$ cat src/rtl/fir_accumulator.sv
// ---------------------------------------------------------------------------
// fir_accumulator
//   Sums N_TAPS signed products from the FIR tap multiplier into one output
//   sample. Drives tap_idx so the delay-line mux and coefficient memory feed
//   products in tap order. The result is held on a valid/ready handshake as
//   both the full-width sum and a Q15-scaled, saturated 16-bit sample.
//
// Ports:
//   clk, rst        rising-edge clock, asynchronous active-high reset
//   start           begin a sample (taken in IDLE, or in DONE with out_ready)
//   mnozenie_wynik  signed product for tap tap_idx
//   mnozenie_valid  product valid this cycle
//   tap_idx         tap currently being accumulated
//   busy            high while accumulating or holding a result
//   acc_out         signed full-precision sum (registered)
//   wynik_out       sat16(acc >>> SHIFT) (registered)
//   out_valid       acc_out / wynik_out valid
//   out_ready       consumer accepts the result
// ---------------------------------------------------------------------------
module fir_accumulator #(
    parameter int N_TAPS = 16,
    parameter int IN_W   = 32,
    parameter int ACC_W  = 40,
    parameter int SHIFT  = 15,
    localparam int TAP_W = $clog2(N_TAPS)
) (
    input  logic                    clk,
    input  logic                    rst,
    input  logic                    start,
    input  logic [IN_W-1:0]         mnozenie_wynik,
    input  logic                    mnozenie_valid,
    output logic [TAP_W-1:0]        tap_idx,
    output logic                    busy,
    output logic [ACC_W-1:0]        acc_out,
    output logic [15:0]             wynik_out,
    output logic                    out_valid,
    input  logic                    out_ready
);

    localparam logic [1:0] IDLE = 2'd0;
    localparam logic [1:0] ACC  = 2'd1;
    localparam logic [1:0] DONE = 2'd2;

    localparam logic signed [ACC_W-1:0] SAT_MAX = ACC_W'(32767);
    localparam logic signed [ACC_W-1:0] SAT_MIN = ACC_W'(-32768);
    localparam logic [TAP_W-1:0]        LAST_TAP = TAP_W'(N_TAPS - 1);

    logic [1:0]              state;
    logic signed [ACC_W-1:0] acc;
    logic signed [ACC_W-1:0] sum_next;
    logic signed [ACC_W-1:0] shifted;
    logic [15:0]             sat16;

    // Running sum including the product presented this cycle; on the last
    // tap this is the final sample, registered straight into the outputs.
    assign sum_next = acc + $signed({{(ACC_W-IN_W){mnozenie_wynik[IN_W-1]}}, mnozenie_wynik});
    assign shifted  = sum_next >>> SHIFT;

    always_comb begin
        sat16 = shifted[15:0];
        if (shifted > SAT_MAX)
            sat16 = 16'h7fff;
        else if (shifted < SAT_MIN)
            sat16 = 16'h8000;
    end

    assign busy = (state != IDLE);

    always_ff @(posedge clk or posedge rst) begin
        if (rst) begin
            state     <= IDLE;
            acc       <= '0;
            tap_idx   <= '0;
            acc_out   <= '0;
            wynik_out <= '0;
            out_valid <= 1'b0;
        end else begin
            case (state)
                IDLE: begin
                    tap_idx <= '0;
                    if (start) begin
                        state <= ACC;
                        acc   <= '0;
                    end
                end
                ACC: begin
                    // Gaps (valid low) simply hold acc and tap_idx.
                    if (mnozenie_valid) begin
                        acc <= sum_next;
                        if (tap_idx == LAST_TAP) begin
                            acc_out   <= sum_next;
                            wynik_out <= sat16;
                            out_valid <= 1'b1;
                            tap_idx   <= '0;
                            state     <= DONE;
                        end else begin
                            tap_idx <= tap_idx + TAP_W'(1);
                        end
                    end
                end
                DONE: begin
                    // Result is held until accepted; start with the accept
                    // chains directly into the next sample.
                    if (out_ready) begin
                        out_valid <= 1'b0;
                        if (start) begin
                            state <= ACC;
                            acc   <= '0;
                        end else begin
                            state <= IDLE;
                        end
                    end
                end
                default: state <= IDLE;
            endcase
        end
    end

endmodule

$ cat config.mk
export PLATFORM = sky130hd
export DESIGN_NAME = fir_accumulator
export DESIGN_NICKNAME = d
export VERILOG_FILES = /design/src/rtl/fir_accumulator.sv
export SDC_FILE = /design/constraint.sdc
export NUM_CORES = 1
export LEC_CHECK = 0
export BUFFER_PORTS_ARGS = -buffer_cell sky130_fd_sc_hd__buf_2
export CAP_MARGIN = 20
export CORE_UTILIZATION = 59
export CTS_BUF_LIST = sky130_fd_sc_hd__clkbuf_4 sky130_fd_sc_hd__clkbuf_8
export DETAILED_ROUTE_END_ITERATION = 8
export PLACE_DENSITY = 0.83
export SLEW_MARGIN = 5
export SYNTH_ARGS = -nofsm -noshare
export SYNTH_HDL_FRONTEND = slang
export SYNTH_SLANG_ARGS = --single-unit
export TNS_END_PERCENT = 1
$ cat constraint.sdc
create_clock -name clk -period 3.9 [get_ports clk]
set_input_delay 0.39 -clock clk [delete_from_list [all_inputs] [get_ports clk]]
set_output_delay 0.39 -clock clk [all_outputs]
set_load 0.03 [all_outputs]
==> impl_metrics.ini <==
[status]
status = completed

[sta]
rsz0062_at_grt = false
setup_viol = 0
slew_headroom_pct = 41.4
fmax_mhz = 277
period_share_pct = 92.6
hold-worst-slack_ns = 0.238
tightest_slew_ns = 0.879
finalClockSkew_ns = 0.0118
finalSetupTns_ns = 0
finalCriticalPeriod_ns = 3.61
final-hold-violation-count = 0
report.final.slew_viol_count = 0

[synth]
yosys_most_used_dff = dfrtp_1
synth_edf_count = 0
syn-instance-count = 709
ys_seq_area_share_pct = 40.8
syn_area_mm2 = 0.00632
ys_ff_latch = 103
postSynthNetCount = 787
async_flop_share_pct = 100
avgSynthCellArea_um2 = 8.91
synth_cell_types = 57
yosysWarnings = 0

[cts]
cts_root_buffer = clkbuf_8
clk_pin_slew_worst_paths_ns = 0.09
cts.sinks = 103
cts_tree = yes
cts_buffers = 9
h-tree-depth = 3
cts_setup_buffers = 0
cts_buffer_depth = 2
insertion_delay_ns = 0.40

[setup_path]
arrival_ns = 3.90
crit_fanout = 14
path_cells = ha_1 -> nand4_2 -> or4_1 -> a2bb2oi_1 -> a21boi_2 -> a21oi_2 -> o41ai_4 -> xnor2_1 -> nand4_1 -> o31ai_2 -> buf_12 -> a2bb2oi_1
critPathMaxStageDelay_ns = 0.51
cp.required_ns = 4.18
cp-start-kind = flip-flop
crit_top_cell = a2bb2oi_1
endpoint_kind = flip-flop
critical_path_class = flip-flop to flip-flop
crit_path_top_delay_cell = or4_1

[placed_design]
hpwl_mm = 12.3
port_buffers = 98
gp_congestion = 0.996

[global_route]
antenna_found_initial = 0
grtUsageTotal_pct = 31.6
grt_pass1_wl_mm = 27.4
grt_overflow = 0
grt_pass1_vias = 5616
grt_max_degree = 47

[routing]
vias = 5704
via_per_inst = 6.03
drtIter0Drc = 448
drc = 0
final_antenna_net_count = 0
first_pass_iters = 5
routed_wl_mm = 16.5
routedWlPerCell_um = 17.5

[cells_and_area]
drive_above_1_share_pct = 19.6
diodes = 0
nNetsFinal = 883
area_growth_pct = 14.7

[min_path]
worstHoldPathType = primary input to flip-flop

[die]
die_h_um = 105
pin_count = 99
num_rows = 37
core_area_mm2 = 0.0104
dieArea_mm2 = 0.0111
die_x_um = 105
initial_core_util_pct = 60.9

[power]
p_leak_uw = 0.00371
cellPowerDensity_mw_per_mm2 = 794
ir_worst_vdd_mv = 0.473

[flow_run]
max_cap_violations = 0
## Yosys cell counts (2+ instances only)
cell,number,area share (%)
nand2b_1,2,0.20
nand2_1,159,9.4
xnor2_1,24,3.3
clkbuf_1,24,1.4
o221ai_1,2,0.28
nor2_1,39,2.3
o21ai_0,65,5.2
nor2b_1,4,0.40
a22o_1,26,3.6
or4_1,2,0.24
or2_2,3,0.30
xor2_1,15,2.1
and3_1,3,0.30
nand3_1,9,0.71
and2_1,18,1.8
a2bb2oi_1,5,0.69
nand4_1,12,1.2
buf_4,4,0.48
a21oi_1,50,4.0
a21o_1,11,1.3
o211ai_1,7,0.83
dfrtp_1,103,41
ha_1,40,7.9
o21a_1,5,0.59
inv_1,12,0.71
a31oi_1,7,0.69
a2bb2oi_2,10,2.4
a21boi_0,3,0.36
o21bai_1,4,0.48
a221o_1,2,0.32
a211oi_1,5,0.59
nor3_1,9,0.71
## report_power, final
group	switching [uW]	internal, uW	leakage [uW]
registers	176	1330	0.00136
logic	2120	1290	0.00221
clock network	376	461	0.000130
total	2670	3080	0.00371
## what timing repair did
action                                 in CTS  in global routing
gates resized for setup                     0                  0
endpoints found under the hold margin      15                  0
hold buffers                                1                  0
## worst paths after layout
kind | slack (ns) | cells past startpoint | to | from
setup / recovery | 0.29 | 12 | wynik_out[11]$_DFFE_PP0P_ | acc[10]$_DFFE_PP0P_
hold / removal | 0.24 | 2 | state[1]$_DFFE_PP0P_ | out_ready
setup reg to reg | 0.29 | 12 | wynik_out[11]$_DFFE_PP0P_ | acc[10]$_DFFE_PP0P_
hold reg to reg | 0.47 | 2 | acc_out[1]$_DFFE_PP0P_ | acc_out[1]$_DFFE_PP0P_
max in group asynchronous | 2.62 | 4 | acc_out[28]$_DFFE_PP0P_ | rst
min in group asynchronous | 0.45 | 3 | acc_out[3]$_DFFE_PP0P_ | rst
## cell usage in the layout (no fill, tap or decap), types with 7 or more instances in the layout
| cell type | n |
|---|---|
| and2_1 | 18 |
| o211ai_1 | 7 |
| buf_4 | 17 |
| nand3_1 | 9 |
| nand2_1 | 159 |
| nor3_1 | 9 |
| nor2_1 | 37 |
| o21ai_0 | 65 |
| dfrtp_1 | 103 |
| clkbuf_8 | 11 |
| a21oi_1 | 50 |
| a21o_1 | 11 |
| inv_1 | 11 |
| a31oi_1 | 7 |
| buf_2 | 98 |
| a22o_1 | 26 |
| a2bb2oi_2 | 10 |
| xor2_1 | 15 |
| xnor2_1 | 24 |
| ha_1 | 40 |
| nand4_1 | 12 |
## final cells by class
class,instances,area (um2)
multi-input cells,562,3550
repair buffers,117,648
clock inverters,5,104
fillers,849,3120
clock buffers,11,151
well taps,136,170
flip-flops and latches,103,2580
inverters,12,47.5
## kinds of logic (layout without fill, tap and decap cells)
kind of cell    count (synthesis)  in the layout  share of synthesized area (%)
buf+inv                        44            145                           3.15
simple gates                  264            264                           18.3
fa+ha+maj                      41             41                           8.24
flops                         103            103                           40.8
xor+xnor                       39             39                           5.41
compound gates                217            217                           23.9
mux                             1              1                          0.178
## metal layers
| metal | share of wire, % | vias up | global-route usage (%) |
|---|---|---|---|
| li1 | - | 2708 | - |
| met1 | 42 | 2769 | 40.3 |
| met2 | 50 | 201 | 53.1 |
| met4 | 2.0 | 0 | 10.7 |
| met5 | 0 | - | 0 |
| met3 | 6.1 | 26 | 7.11 |
## critical path, delay by kind of cell (launching register included)
family          cells  cell delay, ns
simple gates        3            0.88
flops               1            0.41
xor+xnor            1            0.30
fa+ha+maj           1            0.44
buf+inv             1            0.20
compound gates      6            1.26
## metrics by stage
step	cells	util [%]	total power [uW]	cell area (um2)	setup WS, ns
finish	946	69.9	5750	7250	0.288
global route	946	69.9	6160	7250	0.0356
CTS	946	69.9	5730	7250	0.282
detailed placement	929	67.3	4870	6980	0.205
global placement	929	67.3	4820	6980	0.270
floorplan	709	-	3940	6320	0.475
## flip-flops by register name, indices dropped and copies added (netlist names)
signal	count
wynik_out	16
acc_out	40
state	2
tap_idx	4
out_valid	1
acc	40
(Power assumes the default switching activity.)
